$ cat src/rtl/regfile_pkg.sv
// Purpose: shared constants and FSM state type for the integer register file.
// Latency: n/a (declarations only).
// Backpressure: n/a (declarations only).
package regfile_pkg;

    // Bus geometry of the integer register file.
    localparam int REG_BUS_W    = 32;
    localparam int REG_ADDR_W   = 5;
    localparam int REG_NUM      = 32;
    localparam int REG_NUM_LOG2 = 5;

    localparam logic [REG_BUS_W-1:0]  ZERO_WORD    = '0;
    localparam logic [REG_ADDR_W-1:0] NOP_REG_ADDR = '0;

    localparam logic WRITE_ENABLE  = 1'b1;
    localparam logic WRITE_DISABLE = 1'b0;
    localparam logic READ_ENABLE   = 1'b1;
    localparam logic READ_DISABLE  = 1'b0;

    // Reset is active-low.
    localparam logic RST_ENABLE = 1'b0;

    // RESET is never stored: it is the effective state whenever rst is low.
    typedef enum logic [1:0] {
        ST_RESET = 2'd0,
        ST_INIT  = 2'd1,
        ST_READY = 2'd2
    } init_state_e;

endpackage

$ cat src/rtl/regfile_init_seq.sv
// Purpose: post-reset zero sweep sequencer (RESET/INIT/READY) for the register file.
// Latency: sweep writes $1..$(NUM_REGS-1) on consecutive edges after reset release.
// Backpressure: init_busy_o stays high through reset and the sweep; pipeline stalls on it.
//
// Ports:
//   clk, rst        clock, synchronous active-low reset
//   sweep_we        write-enable for the zero sweep (this cycle's edge)
//   sweep_addr      register being cleared on this cycle's edge
//   init_busy_o     high in RESET and INIT, low only in READY
module regfile_init_seq
    import regfile_pkg::*;
#(
    parameter int ADDR_W   = REG_ADDR_W,
    parameter int NUM_REGS = REG_NUM
) (
    input  logic              clk,
    input  logic              rst,
    output logic              sweep_we,
    output logic [ADDR_W-1:0] sweep_addr,
    output logic              init_busy_o
);

    localparam logic [ADDR_W-1:0] FIRST_ADDR = ADDR_W'(1);
    localparam logic [ADDR_W-1:0] LAST_ADDR  = ADDR_W'(NUM_REGS - 1);

    init_state_e       state_q, state_d, state_cur;
    logic [ADDR_W-1:0] cnt_q, cnt_d;

    always_ff @(posedge clk) begin
        if (rst == RST_ENABLE) begin
            state_q <= ST_INIT;
            cnt_q   <= FIRST_ADDR;
        end else begin
            state_q <= state_d;
            cnt_q   <= cnt_d;
        end
    end

    always_comb begin
        state_cur   = (rst == RST_ENABLE) ? ST_RESET : state_q;
        state_d     = state_cur;
        cnt_d       = cnt_q;
        sweep_we    = 1'b0;
        sweep_addr  = cnt_q;
        init_busy_o = 1'b1;
        case (state_cur)
            ST_RESET: begin
                state_d = ST_INIT;
                cnt_d   = FIRST_ADDR;
            end
            ST_INIT: begin
                sweep_we = 1'b1;
                cnt_d    = cnt_q + ADDR_W'(1);
                // The edge that clears the last register ends the sweep.
                if (cnt_q == LAST_ADDR) begin
                    state_d = ST_READY;
                end
            end
            ST_READY: begin
                init_busy_o = 1'b0;
            end
            default: begin
                state_d = ST_INIT;
                cnt_d   = FIRST_ADDR;
            end
        endcase
    end

endmodule

$ cat src/rtl/regfile.sv
// Purpose: 2-read/1-write integer register file, $0 hardwired to zero, zero sweep after reset.
// Latency: reads combinational (0 cycles); writes visible one edge after commit.
// Backpressure: init_busy_o holds decode/fetch off until the post-reset sweep finishes.
//
// Ports:
//   clk, rst                    clock, synchronous active-low reset
//   we, waddr, wdata            write-back port (dropped unless READY; $0 discarded)
//   re1, raddr1 -> rdata1       decode $rs read port
//   re2, raddr2 -> rdata2       decode $rt read port
//   init_busy_o                 sweep in progress
// Config macro: REGFILE_BYPASS_EN -- when defined, a same-cycle write to the read
// address is forwarded to the read port (write-first); otherwise the old value is read.
module regfile
    import regfile_pkg::*;
#(
    parameter int DATA_W   = REG_BUS_W,
    parameter int ADDR_W   = REG_ADDR_W,
    parameter int NUM_REGS = REG_NUM    // must equal 2**ADDR_W
) (
    input  logic              clk,
    input  logic              rst,
    input  logic              we,
    input  logic [ADDR_W-1:0] waddr,
    input  logic [DATA_W-1:0] wdata,
    input  logic              re1,
    input  logic [ADDR_W-1:0] raddr1,
    output logic [DATA_W-1:0] rdata1,
    input  logic              re2,
    input  logic [ADDR_W-1:0] raddr2,
    output logic [DATA_W-1:0] rdata2,
    output logic              init_busy_o
);

    logic [DATA_W-1:0] regs [NUM_REGS];

    logic              sweep_we;
    logic [ADDR_W-1:0] sweep_addr;
    logic              ready;
    logic              wr_commit;

    regfile_init_seq #(
        .ADDR_W   (ADDR_W),
        .NUM_REGS (NUM_REGS)
    ) u_init_seq (
        .clk         (clk),
        .rst         (rst),
        .sweep_we    (sweep_we),
        .sweep_addr  (sweep_addr),
        .init_busy_o (init_busy_o)
    );

    assign ready     = (rst != RST_ENABLE) && !init_busy_o;
    assign wr_commit = ready && (we == WRITE_ENABLE) && (waddr != '0);

    // No array reset: contents survive a reset until the sweep reaches them.
    // Entry 0 is never written; the read muxes never look at it.
    always_ff @(posedge clk) begin
        if (sweep_we) begin
            regs[sweep_addr] <= '0;
        end else if (wr_commit) begin
            regs[waddr] <= wdata;
        end
    end

    always_comb begin
        rdata1 = '0;
        if (rst != RST_ENABLE && re1 == READ_ENABLE && raddr1 != '0 && ready) begin
`ifdef REGFILE_BYPASS_EN
            if (wr_commit && waddr == raddr1) begin
                rdata1 = wdata;
            end else begin
                rdata1 = regs[raddr1];
            end
`else
            rdata1 = regs[raddr1];
`endif
        end
    end

    always_comb begin
        rdata2 = '0;
        if (rst != RST_ENABLE && re2 == READ_ENABLE && raddr2 != '0 && ready) begin
`ifdef REGFILE_BYPASS_EN
            if (wr_commit && waddr == raddr2) begin
                rdata2 = wdata;
            end else begin
                rdata2 = regs[raddr2];
            end
`else
            rdata2 = regs[raddr2];
`endif
        end
    end

endmodule

$ cat config.mk
export PLATFORM = sky130hd
export DESIGN_NAME = regfile
export DESIGN_NICKNAME = d
export VERILOG_FILES = /design/src/rtl/regfile_pkg.sv /design/src/rtl/regfile_init_seq.sv /design/src/rtl/regfile.sv
export SDC_FILE = /design/constraint.sdc
export NUM_CORES = 1
export LEC_CHECK = 0
export BUFFER_PORTS_ARGS = -buffer_cell sky130_fd_sc_hd__buf_2
export CORE_UTILIZATION = 53
export CTS_CLUSTER_DIAMETER = 200
export DETAILED_ROUTE_END_ITERATION = 6
export PLACE_DENSITY_LB_ADDON = 0.12
export SYNTH_ARGS = -nofsm -noshare
export SYNTH_HDL_FRONTEND = slang
export SYNTH_SLANG_ARGS = --single-unit
export TNS_END_PERCENT = 10
$ cat constraint.sdc
create_clock -name clk -period 6.28 [get_ports clk]
set_input_delay 0.628 -clock clk [delete_from_list [all_inputs] [get_ports clk]]
set_output_delay 0.628 -clock clk [all_outputs]
set_load 0.02 [all_outputs]
Word level (Yosys, flattened, before mapping)
Memory sizes are Yosys's and may differ from the RTL's.
Cells that the tools add are included.

storage, ports and cells
  flip-flop bits (word level) = 7
  bits in writable memories = 1024
  memories kept = 1
  bits of input ports = 52

memory list
  name  words  width  read ports  clocked after memory_dff  wr ports  line           RTL
  regs  32     32     2           0                         1         regfile.sv:34  logic [DATA_W-1:0] regs [NUM_REGS];

operators by class
  add/subtract/negate cells = 1
  reductions and logical operators = 13
  eq/ne operators = 3
  muxes and demuxes = 16

operators with widths
  cell                 number
  $mux 32              3
  $reduce_or 32->1     1
  $reduce_bool 5->1    3
  $pmux 5 s2           1
  $logic_and 1x1->1    9
  $mux 1               8
  $add 5x1->5 const B  1
  $eq 5x5->1 const B   1
  $mux 5               1
  $mux 2               2
  $pmux 2 s2           1
  $eq 2x1->1 const B   1
  $eq 2x2->1 const B   1

Depth between registers and ports, before layout
Gate-level depths: netlist (run 1).

  depth in word-level cells = 10
  mapped depth = 10

Cells and area by module
A second synthesis (run 1) with hierarchy kept.

unflattened totals
  cell total of the unflattened synthesis = 2795
  area, all modules = 48876.9 sq um

by module, submodules not included
  module            instances  cells each  area each (sq um)  seq. area each (sq um)
  regfile           1          2751        48514.0            30749.5
  regfile_init_seq  1          44          362.8              140.1

Worst setup path before layout (run 1)
No wires, ideal clock.

  path type = input to register
  start = input port rst
  end = memory regs[14][0] in the netlist's numbering, enable pin
  stages on the path = 10
  required time = 5.779 ns
  path slack = 0.337 ns
  data arrival time = 5.442 ns
  buffers on the path = 3
  cell sequence = clkbuf_1 > and2_1 > inv_1 > ha_1 > and4b_1 > clkbuf_1 > o21a_1 > buf_6 > mux2_4 > nor4_1

between the ends
  cells in the longest elaborated chain, start to end = 10
  elaborated cells between the ends (all ways) = 15
  classes of those cells = eq/ne (2); mux (9); reduce/logical (4)

RTL lines
  item                                        line                    RTL
  from (decl)                                 regfile.sv:21           input logic rst,
  $mux 2                                      regfile_init_seq.sv:40  state_cur = (rst == RST_ENABLE) ? ST_RESET : state_q;
  $eq 2x2->1                                  regfile_init_seq.sv:46  case (state_cur)
  $logic_and 1x1->1                           regfile.sv:52           assign ready = (rst != RST_ENABLE) && !init_busy_o;
  $logic_and 1x1->1 (2 in a row)              regfile.sv:53           assign wr_commit = ready && (we == WRITE_ENABLE) && (waddr != '0);
  $mux 1                                      regfile.sv:60           end else if (wr_commit) begin
  $mux 1                                      regfile.sv:58           if (sweep_we) begin
  $mux 1 (implied by the code)                regfile.sv:61           regs[waddr] <= wdata;
  $reduce_or 32->1 (no line)                  n/a
  $mux 5 (no line) or $mux 1 (tied branches)  n/a
  to (decl)                                   regfile.sv:34

Several ways; a longest one is shown, not always the timed one.

Worst setup path after layout (run 1)
  start = register u_init_seq.state_q[1]
  end = output port rdata2[15]

between the ends
  cells in the longest elaborated chain, start to end = 5

RTL lines
  item                    line                    RTL
  from (decl)             regfile_init_seq.sv:26  init_state_e state_q, state_d, state_cur;
  from (signal assigned)  regfile_init_seq.sv:34  state_q <= state_d;
  $mux 2                  regfile_init_seq.sv:40
  $eq 2x2->1              regfile_init_seq.sv:46
  $logic_and 1x1->1       regfile.sv:52
  $logic_and 1x1->1       regfile.sv:82           if (rst != RST_ENABLE && re2 == READ_ENABLE && raddr2 != '0 && ready) begin
  $mux 32                 regfile.sv:82
  to (decl)               regfile.sv:30           output logic [DATA_W-1:0] rdata2,

No other way between the ends.

==> results of run 1 <==
[synthesized netlist by cell type, drive strengths merged]
library cell / number / area, µm²
and4b: 2 / 20.0
or4: 1 / 11.3
inv: 4 / 15.0
a211o: 2 / 17.5
o32a: 1 / 10.0
nand2b: 65 / 407
nand2: 108 / 405
nor4: 10 / 62.6
mux2i: 551 / 5520
o21a: 3 / 22.5
or2: 24 / 150
mux2: 67 / 758
nand3b: 4 / 30.0
a22oi: 227 / 1700
a21boi: 1 / 7.51
a32oi: 62 / 543
ha: 5 / 62.6
mux4: 252 / 5680
nor2: 27 / 101
nor2b: 15 / 93.8
nand3: 108 / 541
dfxtp: 7 / 140
clkbuf: 109 / 409
and3: 4 / 25.0
a31oi: 66 / 413
buf: 136 / 766
edfxtp: 1024 / 30700
nand4b: 1 / 8.76
a21oi: 40 / 200
o31a: 1 / 8.76
nor3b: 3 / 22.5
and2: 43 / 269
nor3: 11 / 55.1
o21ai: 8 / 43.8
[flip-flops by register name (all words and copies together), names as in the netlist]
signal                 count
u_init_seq.sweep_addr      5
u_init_seq.state_q         2
regs                    1024
[power by group through the flow]
stage               Clock, mW  Sequential, mW  Combinational (mW)
floorplan                   0            7.64               0.563
global placement            0            7.65               0.848
CTS                      6.61            7.51               0.856
global route             6.87            7.51               0.896
finish                   6.58            7.51               0.873
detailed placement          0            7.65               0.853
[kinds of logic after synthesis]
| group | after synthesis |
|---|---|
| AND/OR/NAND/NOR | 426 |
| flip-flops | 1031 |
| buffers and inverters | 249 |
| AO/OA/AOI/OAI | 411 |
| multiplexers | 870 |
| adder cells (fa/ha/maj) | 5 |
[routing by layer]
layer	global-route usage [%]	up-vias	share of wire (%)
li1	-	12500	-
met1	48.6	16500	38
met2	54.2	2185	46
met3	6.66	397	11
met4	14.9	0	4.4
met5	0	-	0
[per-stage QoR]
step                util, %  setup slack [ps]
detailed placement     56.2              1340
global placement       56.2              1480
floorplan                 -               337
finish                 60.2              1640
CTS                    60.2              1730
global route           60.2              1570
[layout make-up]
type	count	area, µm²
Antenna cell	1	2.50
Clock buffer	128	2910
Clock inverter	80	733
Fill cell	6772	36500
Inverter	4	15.0
Multi-Input combinational cell	1712	17500
Sequential cell	1031	30900
Tap cell	1243	1560
Timing Repair Buffer	231	1660
[final timing paths]
path,slack (ps),cells after the start,to
max,1640,8,rdata2[15]
min,240,2,u_init_seq.sweep_addr[0]
max reg2reg,1840,8,regs[1][17]
min reg2reg,510,2,u_init_seq.state_q[0]
==> impl_metrics.tcl, run 1 <==
set metrics [dict create \
    status "finished, violations left" \
    violations "DRC" \
    synth_fp_nets 3049 \
    pwr-share-seq_pct 50.2 \
    synth_seq_cells 1031 \
    io_buffers 116 \
    path_buf_inv 2 \
    path_cells "and2_1 > ha_1 > and3_1 > and2_2 > buf_4 > nand2_1 > a32oi_1 > buf_2" \
    hold_viol_final 0 \
    post_cts_buffers 0 \
    holdCritPathClass "in -> reg" \
    vias 31600 \
    die_y_um 307 \
    p_int_mw 11.6 \
    grt_max_degree 99 \
    wirelength_um 165000 \
    syn_area_per_cell_um2 16.5 \
    p_total_mw 15.0 \
    grt_pass1_wl_um 231000 \
    dpl_cell_area_um2 51600 \
    path_clk_slew_ps 60 \
    crit_path_start_kind "register" \
    ir_drop_uv 260 \
    postRouteAntennaNets 0 \
    end_kind "output port" \
    dpl.cell_count 4221 \
    grt_pass1_vias 31600 \
    tns_ps 0 \
    dieArea_um2 94200 \
    route.detailed.drc 3 \
    powerDensity_nw_per_um2 271 \
    synthesis.area_um2 49300 \
    maxCapViolations 0 \
    antenna_found_initial 4 \
    worstPathArrival_ps 4010 \
    setup_viol 0 \
    track_usage_pct 34.9 \
    synthMuxAreaShare_pct 24.3 \
    slew_headroom_pct 9.90 \
    ctsHtreeMaxLevel 3 \
    yosysWarnings 0 \
    worst_pin_slew_ps 1350 \
    cts_hold_buffers 0 \
    critPathMaxStageDelay_ps 710 \
    p_leak_nw 19.6 \
    place.gp.congestion 0.877 \
    drtIter0Drc 4776 \
    min_from "rst" \
    vias_per_cell 7.14 \
    synth-adder-area-share_pct 0.127 \
    clkPwrFrac_pct 44.0 \
    cts_tree "built" \
    crit_fanout 17 \
    fin_crit_ps 4640 \
    num_rows 111 \
    num_io_pins 117 \
    p_comb_share_pct 5.8 \
    crit_family "simple AND/OR/NAND/NOR gates" \
    grt_setup_unrepaired "no" \
    fmax_ghz 0.215 \
    cp-startpoint "u_init_seq.state_q[1]" \
    worstSetupPathType "reg -> out" \
    synth-seq-area-share_pct 62.7 \
    timing.final.crit_share_pct 73.9 \
    instances_no_fill 4430 \
    synthCells 2992 \
    cp.required_ps 5650 \
    fin_skew_ps 28.1 \
    finalMaxSlewViolations 0 \
    die_w_um 307 \
    stdcell_area_um2 55300 \
    area_delta_synth_final_pct 12.2 \
    gr-total-overflow 0 \
    first_pass_iters 7 \
    cts_buffers 111 \
    critPathSlowestCell "and2_2" \
    cts_resized 0 \
    cts.sinks 1031 \
    cts_root_buf "clkbuf_16" \
    core_area_um2 91800 \
    mostFrequentLayoutCell "edfxtp_1" \
    synth_simple_gate_area_share_pct 4.47 \
    drive_above_1_share_pct 25.0 \
    ys_types 41 \
    clk_path_buf_depth 3 \
    clk_latency_ps 700 \
    start_util_pct 53.7 \
    synth_xor_xnor_area_share_pct 0 \
    layout_common_cells "1024 x edfxtp_1, 551 x mux2i_1, 252 x mux4_2" \
    rr_startpoint "u_init_seq.state_q[1]" \
    nets 3148 \
    switchingPower_mw 3.36 \
    netSwitchingFraction_pct 22.5 \
    synth_top_family_by_area "multiplexers" \
    hold-worst-slack_ps 243 \
    dp_hpwl_um 97300 \
    synth-compound-area-share_pct 6.03 \
    drt-wirelength-per-cell_um 37.2 \
]
Note: power is estimated with default switching activity, not from simulation.
==> inputs of run 2 (changes only) <==
- clock period: 6.28 -> 4.2 ns (I/O delays scaled with it)
==> run 2 against run 1 <==
Net effect:
- the flow now finishes without violations
- sequential power up 49%
- global-route usage down 0.73 points
- power is 47% higher
- cell area rose by 1.3%
- wire length decreased by 2.1%
- via count fell by 0.66%
- die area stayed put
- clock-buffer cell count rose by 9
- flip-flop and latch count stayed put
- register-to-register slack lost 930 ps
- clock skew shrank 11 ps
==> impl_metrics.tcl, run 2 (synthesized netlist as in run 1, its figures left out) <==
set metrics [dict create \
    grt_pass1_wl_um 226000 \
    crit_fanout 16 \
    status "finished clean" \
    end_kind "output port" \
    worstSetupPathType "reg -> out" \
    tns_ps 0 \
    gr-total-overflow 0 \
    vias_per_cell 7.00 \
    cts.sinks 1031 \
    worstPathArrival_ps 3440 \
    track_usage_pct 34.2 \
    area_delta_synth_final_pct 13.6 \
    fin_skew_ps 16.9 \
    setup_viol 0 \
    antenna_found_initial 5 \
    dpl.cell_count 4290 \
    switchingPower_mw 4.94 \
    hold-worst-slack_ps 66.2 \
    hold_viol_final 0 \
    pwr-share-seq_pct 51.0 \
    p_leak_nw 19.9 \
    cts_resized 0 \
    cts_buffers 110 \
    critPathSlowestCell "a211o_2" \
    instances_no_fill 4492 \
    num_io_pins 117 \
    ctsHtreeMaxLevel 3 \
    p_total_mw 22.0 \
    vias 31400 \
    holdCritPathClass "in -> reg" \
    clk_path_buf_depth 3 \
    powerDensity_nw_per_um2 393 \
    grt_setup_unrepaired "no" \
    slew_headroom_pct 22.8 \
    netSwitchingFraction_pct 22.4 \
    crit_path_start_kind "register" \
    grt_max_degree 64 \
    dieArea_um2 94200 \
    dp_hpwl_um 99700 \
    worst_pin_slew_ps 1160 \
    die_w_um 307 \
    p_comb_share_pct 6.2 \
    cts_hold_buffers 0 \
    cts_root_buf "clkbuf_16" \
    clkPwrFrac_pct 42.8 \
    cts_tree "built" \
    postRouteAntennaNets 0 \
    drtIter0Drc 3976 \
    path_cells "and2_1 > ha_1 > buf_4 > nand3_1 > a211o_2 > buf_4 > nand2b_1 > nand3_1 > buf_2" \
    mostFrequentLayoutCell "edfxtp_1" \
    layout_common_cells "1024 x edfxtp_1, 551 x mux2i_1, 252 x mux4_2" \
    first_pass_iters 6 \
    die_y_um 307 \
    fmax_ghz 0.259 \
    num_rows 111 \
    grt_pass1_vias 31500 \
    drt-wirelength-per-cell_um 36.0 \
    critPathMaxStageDelay_ps 600 \
    route.detailed.drc 0 \
    ir_drop_uv 364 \
    finalMaxSlewViolations 0 \
    core_area_um2 91800 \
    cp.required_ps 3780 \
    max_flop_register "regs" \
    maxCapViolations 0 \
    start_util_pct 53.7 \
    fin_crit_ps 3860 \
    fillers 6679 \
    wirelength_um 161000 \
    antenna_cells 0 \
    drive_above_1_share_pct 26.1 \
    r2r_slack_ps 910 \
    largest_reg_flops 1024 \
    p_int_mw 17.1 \
    nets 3216 \
    io_buffers 116 \
    clk_latency_ps 680 \
    post_cts_buffers 0 \
    timing.final.crit_share_pct 91.8 \
    path_clk_slew_ps 60 \
    place.gp.congestion 0.890 \
]
-- run 2: cell count changes in the layout (fill, tap and decap cells not counted), sizes merged --
| cell | delta |
|---|---|
| diode | -1 |
| clkinvlp | -2 |
| clkinv | -6 |
| buf | +69 |
| clkbuf | +9 |
| inv | -3 |
| bufinv | -4 |
-- run 2: cell type report --
class / instances / area (µm²) / area share [%]
clock buffer: 137 / 2900 / 5.17
clock inverter: 65 / 542 / 0.968
inverter: 4 / 15.0 / 0.0268
multi-input combinational: 1712 / 17600 / 31.4
sequential: 1031 / 30900 / 55.2
tap: 1243 / 1560 / 2.78
timing repair buffer: 300 / 2490 / 4.46
-- run 2: metal layers --
layer	track usage, %	vias up	share of wire [%]
li1	-	12700	-
met5	0	-	0.015
met1	47.3	16400	39
met2	54.6	2017	47
met4	14.1	4	4.4
met3	5.26	382	9.6
-- run 2: through the flow --
stage / cell area [µm²] / utilization [%] / worst slack (ps)
after floorplan: 49300 / - / -584
after global placement: 52500 / 57.2 / 582
after detailed placement: 52500 / 57.2 / 515
after CTS: 56000 / 61.0 / 361
after global routing: 56000 / 61.0 / 250
final: 56000 / 61.0 / 344
-- run 2: power groups by stage --
stage | clock network, mW | logic, mW | registers, mW
after floorplan | 0 | 0.844 | 11.4
after global placement | 0 | 1.33 | 11.4
after detailed placement | 0 | 1.34 | 11.4
after CTS | 9.47 | 1.34 | 11.2
after global routing | 9.81 | 1.41 | 11.2
final | 9.40 | 1.36 | 11.2
-- run 2: critical path: cells and delay by family, from the launching register on --
kind	cells	cell delay (ps)
adders and majority gates	1	210
DFF	1	310
AOI/OAI and AO/OA	1	600
buffers and inverters	3	870
and+or+nand+nor	4	740
-- run 2: worst paths after layout --
kind	startpoint	endpoint	cells after the start
min	rst	u_init_seq.sweep_addr[0]	2
max	u_init_seq.state_q[1]	rdata1[30]	9
max reg2reg	u_init_seq.state_q[1]	regs[12][22]	8
min reg2reg	u_init_seq.state_q[0]	u_init_seq.state_q[0]	2
